<file path="src/rtl/regfiletmp_ctrl_pkg.sv">
// Shared types and constants for the temporary register file controller.
// Entry layout: rd[72:68] pc[67:36] type[35:34] spec_data[33:2] spec_valid[1] valid[0].
package regfiletmp_ctrl_pkg;

  localparam int unsigned ENTRY_W = 73;
  localparam int unsigned DEPTH   = 32;
  localparam int unsigned PTR_W   = 5;
  localparam int unsigned CNT_W   = 6;

  localparam int unsigned RD_MSB         = 72;
  localparam int unsigned RD_LSB         = 68;
  localparam int unsigned PC_MSB         = 67;
  localparam int unsigned PC_LSB         = 36;
  localparam int unsigned TYPE_MSB       = 35;
  localparam int unsigned TYPE_LSB       = 34;
  localparam int unsigned SPEC_DATA_MSB  = 33;
  localparam int unsigned SPEC_DATA_LSB  = 2;
  localparam int unsigned SPEC_VALID_BIT = 1;
  localparam int unsigned VALID_BIT      = 0;

  typedef struct packed {
    logic [4:0]  rd;
    logic [31:0] pc;
    logic [1:0]  itype;
    logic [31:0] spec_data;
    logic        spec_valid;
    logic        valid;
  } entry_t;

  typedef enum logic [1:0] {
    WrNone,
    WrNew,
    WrUpdate
  } wr_kind_e;

  function automatic entry_t make_new_entry(logic [4:0] rd, logic [31:0] pc, logic [1:0] itype);
    entry_t e;
    e       = '0;
    e.rd    = rd;
    e.pc    = pc;
    e.itype = itype;
    e.valid = 1'b1;
    return e;
  endfunction

  // Update words carry only the speculative result; the file merges them into the entry.
  function automatic entry_t make_update_entry(logic [31:0] data);
    entry_t e;
    e            = '0;
    e.spec_data  = data;
    e.spec_valid = 1'b1;
    return e;
  endfunction

endpackage

</file>
<file path="src/rtl/regfiletmp_ctrl_arb.sv">
// Write-port arbiter: CDB has priority, dispatch takes over after STARVE_LIMIT
// consecutive denied cycles.
module rft_arb #(
  parameter int unsigned STARVE_LIMIT = 3
) (
  input  logic clock,
  input  logic reset,
  input  logic req_disp,
  input  logic req_cdb,
  input  logic hold,
  input  logic clear,
  output logic grant_disp,
  output logic grant_cdb
);

  localparam int unsigned SW = (STARVE_LIMIT < 1) ? 1 : $clog2(STARVE_LIMIT + 1);
  localparam logic [SW-1:0] LIMIT = SW'(STARVE_LIMIT);

  logic [SW-1:0] starve_q, starve_d;
  logic          disp_pri;

  assign disp_pri   = (starve_q >= LIMIT);
  assign grant_disp = disp_pri | ~req_cdb;
  assign grant_cdb  = ~(disp_pri & req_disp);

  always_comb begin
    starve_d = starve_q;
    if (clear) begin
      starve_d = '0;
    end else if (!hold && req_disp) begin
      if (grant_disp) begin
        starve_d = '0;
      end else if (!disp_pri) begin
        starve_d = starve_q + 1'b1;
      end
    end
  end

  always_ff @(posedge clock or negedge reset) begin
    if (!reset) begin
      starve_q <= '0;
    end else begin
      starve_q <= starve_d;
    end
  end

endmodule

</file>
<file path="src/rtl/regfiletmp_ctrl.sv">
// Sequencing controller for the 32-entry speculative temporary register file.
// Optional stale-tag window check: define REGFILETMP_CTRL_TAG_CHECK_EN.
module regfiletmp_ctrl
  import regfiletmp_ctrl_pkg::*;
#(
  parameter int unsigned STARVE_LIMIT = 3
) (
  input  logic         clock,
  input  logic         reset,
  input  logic         disp_valid,
  output logic         disp_ready,
  input  logic [4:0]   disp_rd_reg,
  input  logic [31:0]  disp_pc,
  input  logic [1:0]   disp_inst_type,
  output logic [4:0]   disp_tag,
  input  logic         cdb_valid,
  output logic         cdb_ready,
  input  logic [4:0]   cdb_tag,
  input  logic [31:0]  cdb_data,
  output logic [4:0]   head_addr,
  input  logic [72:0]  head_entry,
  output logic         commit_valid,
  input  logic         commit_ready,
  output logic [4:0]   commit_rd_reg,
  output logic [31:0]  commit_pc,
  output logic [31:0]  commit_data,
  input  logic         flush,
  output logic [72:0]  rf_data_in,
  output logic [4:0]   rf_waddr,
  output logic         rf_new_entry,
  output logic         rf_update_entry,
  output logic         rf_flush,
  output logic [5:0]   count,
  output logic         full,
  output logic         empty,
  output logic         err_stale_tag
);

  logic [PTR_W-1:0] head_q, head_d;
  logic [PTR_W-1:0] tail_q, tail_d;
  logic [CNT_W-1:0] count_q, count_d;
  logic             rf_flush_q;
  logic             active_q;

  logic     flush_busy, hs_en;
  logic     grant_disp, grant_cdb;
  logic     disp_fire, cdb_fire, commit_fire, cdb_write;
  wr_kind_e wr_kind;
  entry_t   new_e, upd_e;

  // Handshakes stay low until the first edge after reset release.
  assign flush_busy = flush | rf_flush_q;
  assign hs_en      = active_q & ~flush_busy;

  assign full      = (count_q == CNT_W'(DEPTH));
  assign empty     = (count_q == '0);
  assign count     = count_q;
  assign disp_tag  = tail_q;
  assign head_addr = head_q;
  assign rf_flush  = rf_flush_q;

  rft_arb #(
    .STARVE_LIMIT(STARVE_LIMIT)
  ) u_arb (
    .clock     (clock),
    .reset     (reset),
    .req_disp  (disp_valid & ~full),
    .req_cdb   (cdb_valid),
    .hold      (~hs_en),
    .clear     (flush),
    .grant_disp(grant_disp),
    .grant_cdb (grant_cdb)
  );

  assign disp_ready   = grant_disp & ~full & hs_en;
  assign cdb_ready    = grant_cdb & hs_en;
  assign commit_valid = ~empty & head_entry[VALID_BIT] & head_entry[SPEC_VALID_BIT] & hs_en;

  assign disp_fire   = disp_valid & disp_ready;
  assign cdb_fire    = cdb_valid & cdb_ready;
  assign commit_fire = commit_valid & commit_ready;

  assign commit_rd_reg = head_entry[RD_MSB:RD_LSB];
  assign commit_pc     = head_entry[PC_MSB:PC_LSB];
  assign commit_data   = head_entry[SPEC_DATA_MSB:SPEC_DATA_LSB];

  logic unused_head_type;
  assign unused_head_type = ^head_entry[TYPE_MSB:TYPE_LSB];

`ifdef REGFILETMP_CTRL_TAG_CHECK_EN
  logic [PTR_W-1:0] tag_off;
  logic             in_window;
  logic             err_q;

  // Distance from head, modulo depth, must fall inside the occupied count.
  assign tag_off   = cdb_tag - head_q;
  assign in_window = ({1'b0, tag_off} < count_q);
  assign cdb_write = cdb_fire & in_window;

  always_ff @(posedge clock or negedge reset) begin
    if (!reset) begin
      err_q <= 1'b0;
    end else begin
      err_q <= cdb_fire & ~in_window;
    end
  end

  assign err_stale_tag = err_q;
`else
  assign cdb_write     = cdb_fire;
  assign err_stale_tag = 1'b0;
`endif

  assign new_e = make_new_entry(disp_rd_reg, disp_pc, disp_inst_type);
  assign upd_e = make_update_entry(cdb_data);

  always_comb begin
    wr_kind = WrNone;
    if (disp_fire) begin
      wr_kind = WrNew;
    end else if (cdb_write) begin
      wr_kind = WrUpdate;
    end
  end

  always_comb begin
    rf_data_in      = '0;
    rf_waddr        = '0;
    rf_new_entry    = 1'b0;
    rf_update_entry = 1'b0;
    unique case (wr_kind)
      WrNew: begin
        rf_data_in   = new_e;
        rf_waddr     = tail_q;
        rf_new_entry = 1'b1;
      end
      WrUpdate: begin
        rf_data_in      = upd_e;
        rf_waddr        = cdb_tag;
        rf_update_entry = 1'b1;
      end
      default: begin
        rf_new_entry = 1'b0;
      end
    endcase
  end

  always_comb begin
    head_d  = head_q;
    tail_d  = tail_q;
    count_d = count_q;
    if (flush) begin
      head_d  = '0;
      tail_d  = '0;
      count_d = '0;
    end else begin
      if (disp_fire) begin
        tail_d = tail_q + 1'b1;
      end
      if (commit_fire) begin
        head_d = head_q + 1'b1;
      end
      case ({disp_fire, commit_fire})
        2'b10:   count_d = count_q + 1'b1;
        2'b01:   count_d = count_q - 1'b1;
        default: count_d = count_q;
      endcase
    end
  end

  always_ff @(posedge clock or negedge reset) begin
    if (!reset) begin
      head_q     <= '0;
      tail_q     <= '0;
      count_q    <= '0;
      rf_flush_q <= 1'b0;
      active_q   <= 1'b0;
    end else begin
      head_q     <= head_d;
      tail_q     <= tail_d;
      count_q    <= count_d;
      rf_flush_q <= flush;
      active_q   <= 1'b1;
    end
  end

endmodule

</file>
<file path="config.mk">
export PLATFORM = sky130hd
export DESIGN_NAME = regfiletmp_ctrl
export DESIGN_NICKNAME = d
export VERILOG_FILES = /design/src/rtl/regfiletmp_ctrl_pkg.sv /design/src/rtl/regfiletmp_ctrl_arb.sv /design/src/rtl/regfiletmp_ctrl.sv
export SDC_FILE = /design/constraint.sdc
export NUM_CORES = 1
export LEC_CHECK = 0
export CORE_AREA = 8 8 121 123
export DETAILED_ROUTE_END_ITERATION = 10
export DIE_AREA = 0 0 129 131
export HOLD_SLACK_MARGIN = 0.02
export SETUP_SLACK_MARGIN = 0.5
export SLEW_MARGIN = 30
export SYNTH_ARGS = -nofsm -noshare
export SYNTH_HDL_FRONTEND = slang
export SYNTH_HIERARCHICAL = 1
export SYNTH_SLANG_ARGS = --single-unit
</file>
<file path="constraint.sdc">
create_clock -name clock -period 3.65 [get_ports clock]
set_clock_uncertainty 0.05 [all_clocks]
set_input_delay 0.73 -clock clock [delete_from_list [all_inputs] [get_ports clock]]
set_output_delay 0.73 -clock clock [all_outputs]
set_load 0.01 [all_outputs]
</file>
After elaboration in Yosys (flattened, before gate mapping). Cells that the tools add are included.

Add/subtract/negate cells: 5. $lt $le $gt $ge: 1. Equality and inequality tests: 6. Multiplexer cells: 16. Bitwise operators: 19. Reductions and logical operators: 7.

Operators with widths (count): 73-bit one-hot mux with 2 select lines (1); 5-bit 2-to-1 mux (4); 1-bit bitwise AND (12); 2-bit 2-to-1 mux (6); 6-bit one-hot mux with 2 select lines (1); 5-bit by 1-bit adder with 5-bit output (second input constant) (2); 5-bit one-hot mux with 2 select lines (1); 6-bit by 1-bit adder with 6-bit output (second input constant) (1); 6-bit == test (second input constant) (1); 6-bit zero test (1); 6-bit 2-to-1 mux (1); 2-bit nonzero test (3); 6-bit by 1-bit subtractor with 6-bit output (second input constant) (1); 1-bit inverter (5); 2-bit by 1-bit == test with 1-bit output (second input constant) (2); 2-bit == test (second input constant) (2); 3-bit != test (second input constant) (1); 3-bit nonzero test (1); 2-bit by 1-bit adder with 2-bit output (second input constant) (1); 2-bit greater-or-equal comparator (second input constant) (1); 1-bit 2-to-1 mux (2); 1-bit bitwise OR (2); 2-bit AND reduction (1); 1-bit logical AND (1).

Flip-flop bits (word level): 20. Input port bits: 155. Output and inout bits: 172. Word-level logic and storage cells: 60.

Longest topological paths before layout. Gate-level depths: netlist of run 1.

Depth after elaboration: 11. Mapped depth: 12.

Cells and area by module. The synthesis of run 1 kept the hierarchy.

By module, submodules not included: regfiletmp_ctrl (times used 1, cells each 265, area each 2195.9 um2); rft_arb (times used 1, cells each 12, area each 132.6 um2).

Worst setup path before layout of run 1. Ideal clock, no wire load.

Path kind: input to register. Start point: input port flush. End point: register count_q[5] (netlist: count[5]). Library setup time: 79 ps. Data arrival time: 3259 ps. Data required time: 3521 ps. Slack: 262 ps. Cell stages on the path: 11. Path through: buf_2 > or3b_4 > a211oi_4 > nand3b_4 > clkinv_2 > ha_1 > a211oi_1 > o21bai_1 > a21oi_1 > mux2i_1 > mux2i_1.

Word-level cells in the longest chain between the ends: 8. Elaborated cells on any way between the ends: 12. Those cells by class: eq/ne (2); mux (2); bitwise (7); reduce/logical (1).

Ends and longest elaborated chain: start, declared (line regfiletmp_ctrl.sv:27) `input logic flush,`; 1-bit bitwise OR (*) (line regfiletmp_ctrl.sv:52) `assign flush_busy = flush | rf_flush_q;`; 1-bit inverter (*) (line regfiletmp_ctrl.sv:53) `assign hs_en = active_q & ~flush_busy;`; 1-bit bitwise AND (*) (line regfiletmp_ctrl.sv:53); 1-bit bitwise AND (*) (line regfiletmp_ctrl.sv:77) `assign commit_valid = ~empty & head_entry[VALID_BIT] & head_entry[SPEC_VALID_BIT] & hs_en;`; named net commit_valid (line regfiletmp_ctrl.sv:22) `output logic commit_valid,`; 1-bit bitwise AND (*) (line regfiletmp_ctrl.sv:81) `assign commit_fire = commit_valid & commit_ready;`; 2-bit by 1-bit == test with 1-bit output or 2-bit == test (tied branches) (line regfiletmp_ctrl.sv:163) `case ({disp_fire, commit_fire})`; 6-bit one-hot mux with 2 select lines (line regfiletmp_ctrl.sv:163); 6-bit 2-to-1 mux (line regfiletmp_ctrl.sv:152) `if (flush) begin`; end signal, assigned (line regfiletmp_ctrl.sv:181) `count_q <= count_d;`; end, declared (line regfiletmp_ctrl.sv:41) `logic [CNT_W-1:0] count_q, count_d;`.

Mark *: on every way through the listed nets, which the timed path passes. The rest lies on a longest branch. A chain may end at the register's enable or synchronous reset.

Worst setup path in the final report of run 1.
Start point: register count_q[1] (netlist: count[1]). End point: output port rf_data_in[17].

Word-level cells in the longest chain between the ends: 11. Elaborated cells on any way between the ends: 15. Those cells by class: eq/ne (3); mux (3); bitwise (9).

Ends and longest elaborated chain: 6-bit == test (*) (line regfiletmp_ctrl.sv:55) `assign full = (count_q == CNT_W'(DEPTH));`; 1-bit inverter (*) (line regfiletmp_ctrl.sv:67) `.req_disp (disp_valid & ~full),`; 1-bit bitwise AND (*) (line regfiletmp_ctrl.sv:67); 1-bit bitwise AND (*) (line regfiletmp_ctrl_arb.sv:24) `assign grant_cdb = ~(disp_pri & req_disp);`; 1-bit inverter (*) (line regfiletmp_ctrl_arb.sv:24); named net grant_cdb (line regfiletmp_ctrl.sv:46) `logic grant_disp, grant_cdb;`; 1-bit bitwise AND (*) (line regfiletmp_ctrl.sv:76) `assign cdb_ready = grant_cdb & hs_en;`; 1-bit bitwise AND (*) (line regfiletmp_ctrl.sv:80) `assign cdb_fire = cdb_valid & cdb_ready;`; 2-bit 2-to-1 mux (*) (line regfiletmp_ctrl.sv:121) `end else if (cdb_write) begin`; 2-bit 2-to-1 mux (*) (line regfiletmp_ctrl.sv:119) `if (disp_fire) begin`; 2-bit == test or 2-bit by 1-bit == test with 1-bit output (tied branches) (line regfiletmp_ctrl.sv:131) `unique case (wr_kind)`; 73-bit one-hot mux with 2 select lines (*) (line regfiletmp_ctrl.sv:131); end, declared (line regfiletmp_ctrl.sv:28) `output logic [72:0] rf_data_in,`.

Marks and branches as above.

==> results.json, run 1 <==
{
  "viasPerCell": 4.105,
  "io_buffers": 185,
  "crit_fanout": 4,
  "setup_viol": 0,
  "finalWeightedCongestion": 0.8112,
  "synth_edf_count": 0,
  "fmax_ghz": 0.2993,
  "syn_inst": 277,
  "period_needed_ps": 3341,
  "drive_gt1_share_pct": 54.07,
  "crit_required_ps": 2870,
  "yosys.area.top_type": "buf_4",
  "die_x_um": 129,
  "numClockSinks": 20,
  "power_mw": 0.6746,
  "antenna_cells": 0,
  "vias": 2590,
  "yosys-top-cells-area": "buf_4 (24%), dfrtp_1 (21%), and2_1 (20%), ha_1 (3.8%), xor2_1 (2.6%)",
  "drv_slew": 0,
  "h-tree-depth": 1,
  "reg2reg_depth": 14,
  "dieArea_mm2": 0.01690,
  "rsz0062_at_grt": "true",
  "core_area_mm2": 0.01287,
  "antenna_found_initial": 0,
  "yosys_warnings": 6,
  "track_usage_pct": 12.23,
  "hold_viol_final": 0,
  "die_h_um": 131,
  "num_rows": 42,
  "drt_iter0_drc": 42,
  "synth_flop_cell": "dfrtp_1",
  "insertion_delay_ps": 250,
  "netlist.area_leader.share_pct": 23.54,
  "outcome": "finished, final reports clean",
  "path_class": "flip-flop to primary output",
  "gr-total-overflow": 0,
  "finalNetCount": 620,
  "finalWirelength_um": 11440,
  "tritoncts": "done",
  "dp_hpwl_um": 8181,
  "finalInstanceArea_mm2": 0.005129,
  "p_leak_nw": 2.350,
  "synth_nets": 440,
  "drt-wirelength-per-cell_um": 18.13,
  "max-clock-path-buffers": 2,
  "power_density_mw_per_mm2": 131.5,
  "grt_max_degree": 22,
  "area_growth_pct": 120.3,
  "synthTopCellsByCount": "and2_1 (73), buf_4 (73), dfrtp_1 (20)",
  "synth.ff_latch_count": 20,
  "seq_area_frac_synth_pct": 21.49,
  "grt_pass1_wl_um": 15840,
  "ant_nets": 0,
  "async_reset_ff_share_pct": 100.0,
  "initial_core_util_pct": 18.09,
  "synth_area_mm2": 0.002328,
  "worstSetupStartpointType": "flip-flop",
  "cp.arrival_ps": 2560,
  "vdd_ir_drop_max_uv": 119.0,
  "cts.root.buffer_cell": "clkbuf_16",
  "crit_path_end_kind": "primary output",
  "io_pins": 327,
  "hp-class": "primary input to async pin",
  "drc": 0,
  "finalCritPeriodShare_pct": 91.52,
  "drt-pass1-iter-count": 4,
  "clkTransAtPathRegs_ps": 60,
  "grt_pass1_vias": 2879,
  "placed_area_mm2": 0.004065,
  "cts_buffers": 3,
  "syn_avg_cell_area_um2": 8.406,
  "synth.distinct_cells": 43,
  "maxCapViolations": 0
}
## area by class of cell
type / instances / area, um^2
fillers: 1250 / 7746
repair buffers: 259 / 2820
multi-input cells: 170 / 1489
flip-flops and latches: 20 / 500.5
well taps: 176 / 220.2
clock buffers: 3 / 75.07
inverters: 3 / 23.77
## placed cells by master, fill, tap and decap left out, types with 4 or more instances in the layout
master,synthesis,routed
nand2_1,6,5
nand4_1,4,4
a22o_1,5,5
buf_4,73,38
clkbuf_2,0,7
nor2_1,11,10
ha_1,7,4
nand2b_1,4,4
clkbuf_16,0,7
xor2_1,7,7
and2_1,73,9
dfrtp_1,20,20
buf_2,5,7
nor3_1,5,5
buf_16,0,8
buf_12,0,8
a21oi_1,7,4
mux2i_1,5,5
and2_4,0,64
buf_6,1,81
clkdlybuf4s50_1,0,100
## critical path, stage by stage (launching register included)
cell and delay (ps):
dfrtp_1 380, or4_4 560, nor3_4 150, nor2b_2 70, nand2_1 80, inv_2 50
nor2_4 120, nand2_2 70, a21oi_4 130, buf_12 130, buf_12 130, buf_12 110
buf_16 90, and2_4 130, buf_6 90
## logic make-up after synthesis
kind of cell,Yosys count,synth area share (%)
multiplexers,5,2.149
flip-flops,20,21.49
XOR/XNOR,10,3.762
buffers and inverters,87,26.44
adder cells (fa/ha/maj),8,4.621
other,2,0.3225
AO/OA/AOI/OAI,26,9.564
AND/OR/NAND/NOR,119,31.65
## metrics by stage
step	setup TNS [ps]	hold WS [ps]	cells	worst slack (ps)	utilization, %
4_1_cts	0	400.5	618	275.8	35.23
3_5_place_dp	-5769	489.1	578	-233.8	31.57
2_1_floorplan	0	384.4	277	450.2	-
3_3_place_gp	-5086	482.1	578	-202.7	31.61
5_1_grt	0	417.9	631	186.4	39.83
6_report	0	377.5	631	309.4	39.83
## flip-flops by register name, indices dropped and copies added, names as in the netlist
signal          count
count               6
disp_tag            5
head_addr           5
u_arb/starve_q      2
active_q            1
rf_flush            1
## per-layer routing
| metal | global-route usage (%) | share of wire (%) |
|---|---|---|
| met1 | 10.65 | 31 |
| met2 | 23.98 | 54 |
| met3 | 4.748 | 12 |
| met4 | 5.874 | 2.8 |
| met5 | 0 | 0 |
## power by group
group	internal (mW)	switching, mW	leakage (nW)
logic	0.152	0.0704	2.04
clock network	0.145	0.0815	0.0370
registers	0.224	0.00191	0.274
## worst paths after layout
kind | startpoint | endpoint | slack, ps
max | count[1] | rf_data_in[17] | 310
min | reset | count[5] | 380
max reg2reg | count[1] | count[5] | 440
min reg2reg | head_addr[4] | head_addr[4] | 500
max in group asynchronous | reset | disp_tag[2] | 2840
min in group clock | head_addr[4] | head_addr[4] | 500
## timing repair
| action | CTS | global route |
|---|---|---|
| buffers inserted | 29 | 8 |
| gates cloned | 8 | 5 |
| gates resized for setup | 291 | 219 |
| hold buffers | 0 | 0 |
| pin swaps | 15 | 57 |
| endpoints found under the setup margin | 87 | 84 |
Note: power is estimated with default switching activity, not from simulation.
==> run 2, diff against run 1 <==
CTS_CLUSTER_SIZE = 28   (was not set)
REMOVE_ABC_BUFFERS = 1   (was not set)
==> results.json, run 2 (same netlist as run 1, synthesis figures left out) <==
{
  "path_class": "flip-flop to primary output",
  "grt_max_degree": 23,
  "worstSetupStartpointType": "flip-flop",
  "io_buffers": 185,
  "drt_iter0_drc": 50,
  "initial_core_util_pct": 18.09,
  "insertion_delay_ps": 250,
  "power_frac_comb_pct": 27.3,
  "drt-wirelength-per-cell_um": 24.40,
  "seqPwrFrac_pct": 30.8,
  "cp.arrival_ps": 2580,
  "fillers": 1311,
  "worst_slew_margin_rel_pct": 65.42,
  "num_rows": 42,
  "setup.worst_path.start": "count[1]",
  "die_h_um": 131,
  "fmax_ghz": 0.2978,
  "antenna_cells": 0,
  "ant_nets": 0,
  "maxCapViolations": 0,
  "cts_buffers": 3,
  "drv_slew": 0,
  "setup_viol": 0,
  "vias": 2632,
  "io_pins": 327,
  "viasPerCell": 4.273,
  "drive_gt1_share_pct": 44.55,
  "clkTransAtPathRegs_ps": 60,
  "cp.depth": 13,
  "grt_pass1_vias": 3010,
  "dp_hpwl_um": 11650,
  "tritoncts": "done",
  "max_slew.worst_pin.slew_ps": 514.0,
  "r2r-start": "count[1]",
  "critPathTopFamily": "simple AND/OR/NAND/NOR gates",
  "grt_pass1_wl_um": 20240,
  "crit_path_end_kind": "primary output",
  "drt-pass1-iter-count": 6,
  "finalCritPeriodShare_pct": 91.98,
  "hold_viol_final": 0,
  "rsz0062_at_grt": "true",
  "drc": 0,
  "multi_input_area_mm2": 0.001390,
  "crit_chain": "or4_4 -> nor3_4 -> nor2b_2 -> nand2_1 -> inv_1 -> nor2_2 -> nand2_2 -> a21oi_4 -> buf_12 -> buf_12 -> buf_16 -> and2_4 -> buf_6",
  "track_usage_pct": 16.64,
  "dieArea_mm2": 0.01690,
  "hold_buffers": 0,
  "numClockSinks": 20,
  "finalWirelength_um": 15030,
  "cp_slowest_cell": "or4_4",
  "final_cell_mix": "clkdlybuf4s50_1 (100), buf_2 (49), and2_1 (45), buf_6 (39), buf_4 (32)",
  "h-tree-depth": 1,
  "hold_slack_ps": 387.4,
  "cp_common_cell": "buf_12",
  "reg2reg_slack_ps": 380,
  "antenna_found_initial": 0,
  "p_leak_nw": 2.170,
  "switching_power_mw": 0.1536,
  "finalNetCount": 604,
  "crit_required_ps": 2870,
  "finalWeightedCongestion": 0.7580,
  "crit_fanout": 5,
  "critPathBufInv": 5,
  "seq_area_um2": 500.5,
  "die_x_um": 129,
  "clkPwrFrac_pct": 41.9,
  "area_growth_pct": 97.42,
  "core_area_mm2": 0.01287,
  "outcome": "finished, final reports clean",
  "crit_end": "rf_data_in[23]",
  "power_density_mw_per_mm2": 159.2,
  "final_common_cell": "clkdlybuf4s50_1",
  "r2r-end": "count[5]",
  "period_needed_ps": 3357,
  "vdd_ir_drop_max_uv": 142.5,
  "p_int_mw": 0.5783,
  "cts.root.buffer_cell": "clkbuf_16",
  "power_mw": 0.7319,
  "hp-class": "primary input to async pin",
  "p_sw_share_pct": 20.98,
  "max-clock-path-buffers": 2,
  "cpPeakStageDelay_ps": 570,
  "reg2reg_depth": 13,
  "largest_register_ffs": 6,
  "gr-total-overflow": 0
}
-- run 2: repair_timing --
item	4_1_cts	5_1_grt
setup endpoints to repair	86	84
endpoints found under the hold margin	0	0
buffers inserted	18	8
gates resized for setup	373	51
gates cloned	8	1
pin swaps	16	32
-- run 2: worst min-delay path by stage --
stage / start / to / slack (ps) / cells past startpoint
floorplan: reset / active_q / 380 / 0
global placement: u_arb/starve_q[1] / u_arb/starve_q[1] / 480 / 2
detailed placement: u_arb/starve_q[1] / u_arb/starve_q[1] / 500 / 2
CTS: reset / count[4] / 410 / 1
global route: reset / count[4] / 420 / 1
finish: reset / count[4] / 390 / 1
-- run 2: cell type report --
type,count,area share [%]
Multi-Input combinational cell,170,30.24
Clock buffer,3,1.633
Timing Repair Buffer,243,51.44
Inverter,3,0.3538
Sequential cell,20,10.89
Clock inverter,1,0.6532
Tap cell,176,4.790
-- run 2: power by group through the flow --
| stage | clock, mW | sequential (mW) | combinational (mW) |
|---|---|---|---|
| after floorplan | 0 | 0.231 | 0.0296 |
| after global placement | 0 | 0.229 | 0.169 |
| after detailed placement | 0 | 0.230 | 0.170 |
| after CTS | 0.315 | 0.225 | 0.190 |
| after global routing | 0.322 | 0.226 | 0.214 |
| final | 0.306 | 0.226 | 0.200 |
-- run 2: metal layers --
layer / up-vias / wire [um] / global-route usage, %
met5: - / 193 / 12.04
met4: 8 / 146 / 3.732
met3: 16 / 2906 / 15.83
met2: 231 / 6222 / 21.77
met1: 1223 / 5563 / 17.98
li1: 1154 / - / -
-- run 2: through the flow --
step	cell area (um^2)	util, %	std cells	setup slack [ps]	TNS (ps)
detailed placement	3994	31.02	577	-146.7	-4320
CTS	4348	33.77	607	280.3	0
global route	4597	35.70	616	182.3	0
finish	4597	35.70	616	292.6	0
floorplan	1725	-	193	-462.1	-16880
global placement	3999	31.06	577	-131.0	-3932
-- run 2: worst register-to-register path: cells and delay by family (launching register included) --
| kind | cells | cell delay (ps) |
|---|---|---|
| compound gates | 4 | 890 |
| fa+ha+maj | 1 | 210 |
| buf+inv | 4 | 490 |
| flops | 1 | 380 |
| mux | 2 | 460 |
| simple gates | 2 | 730 |
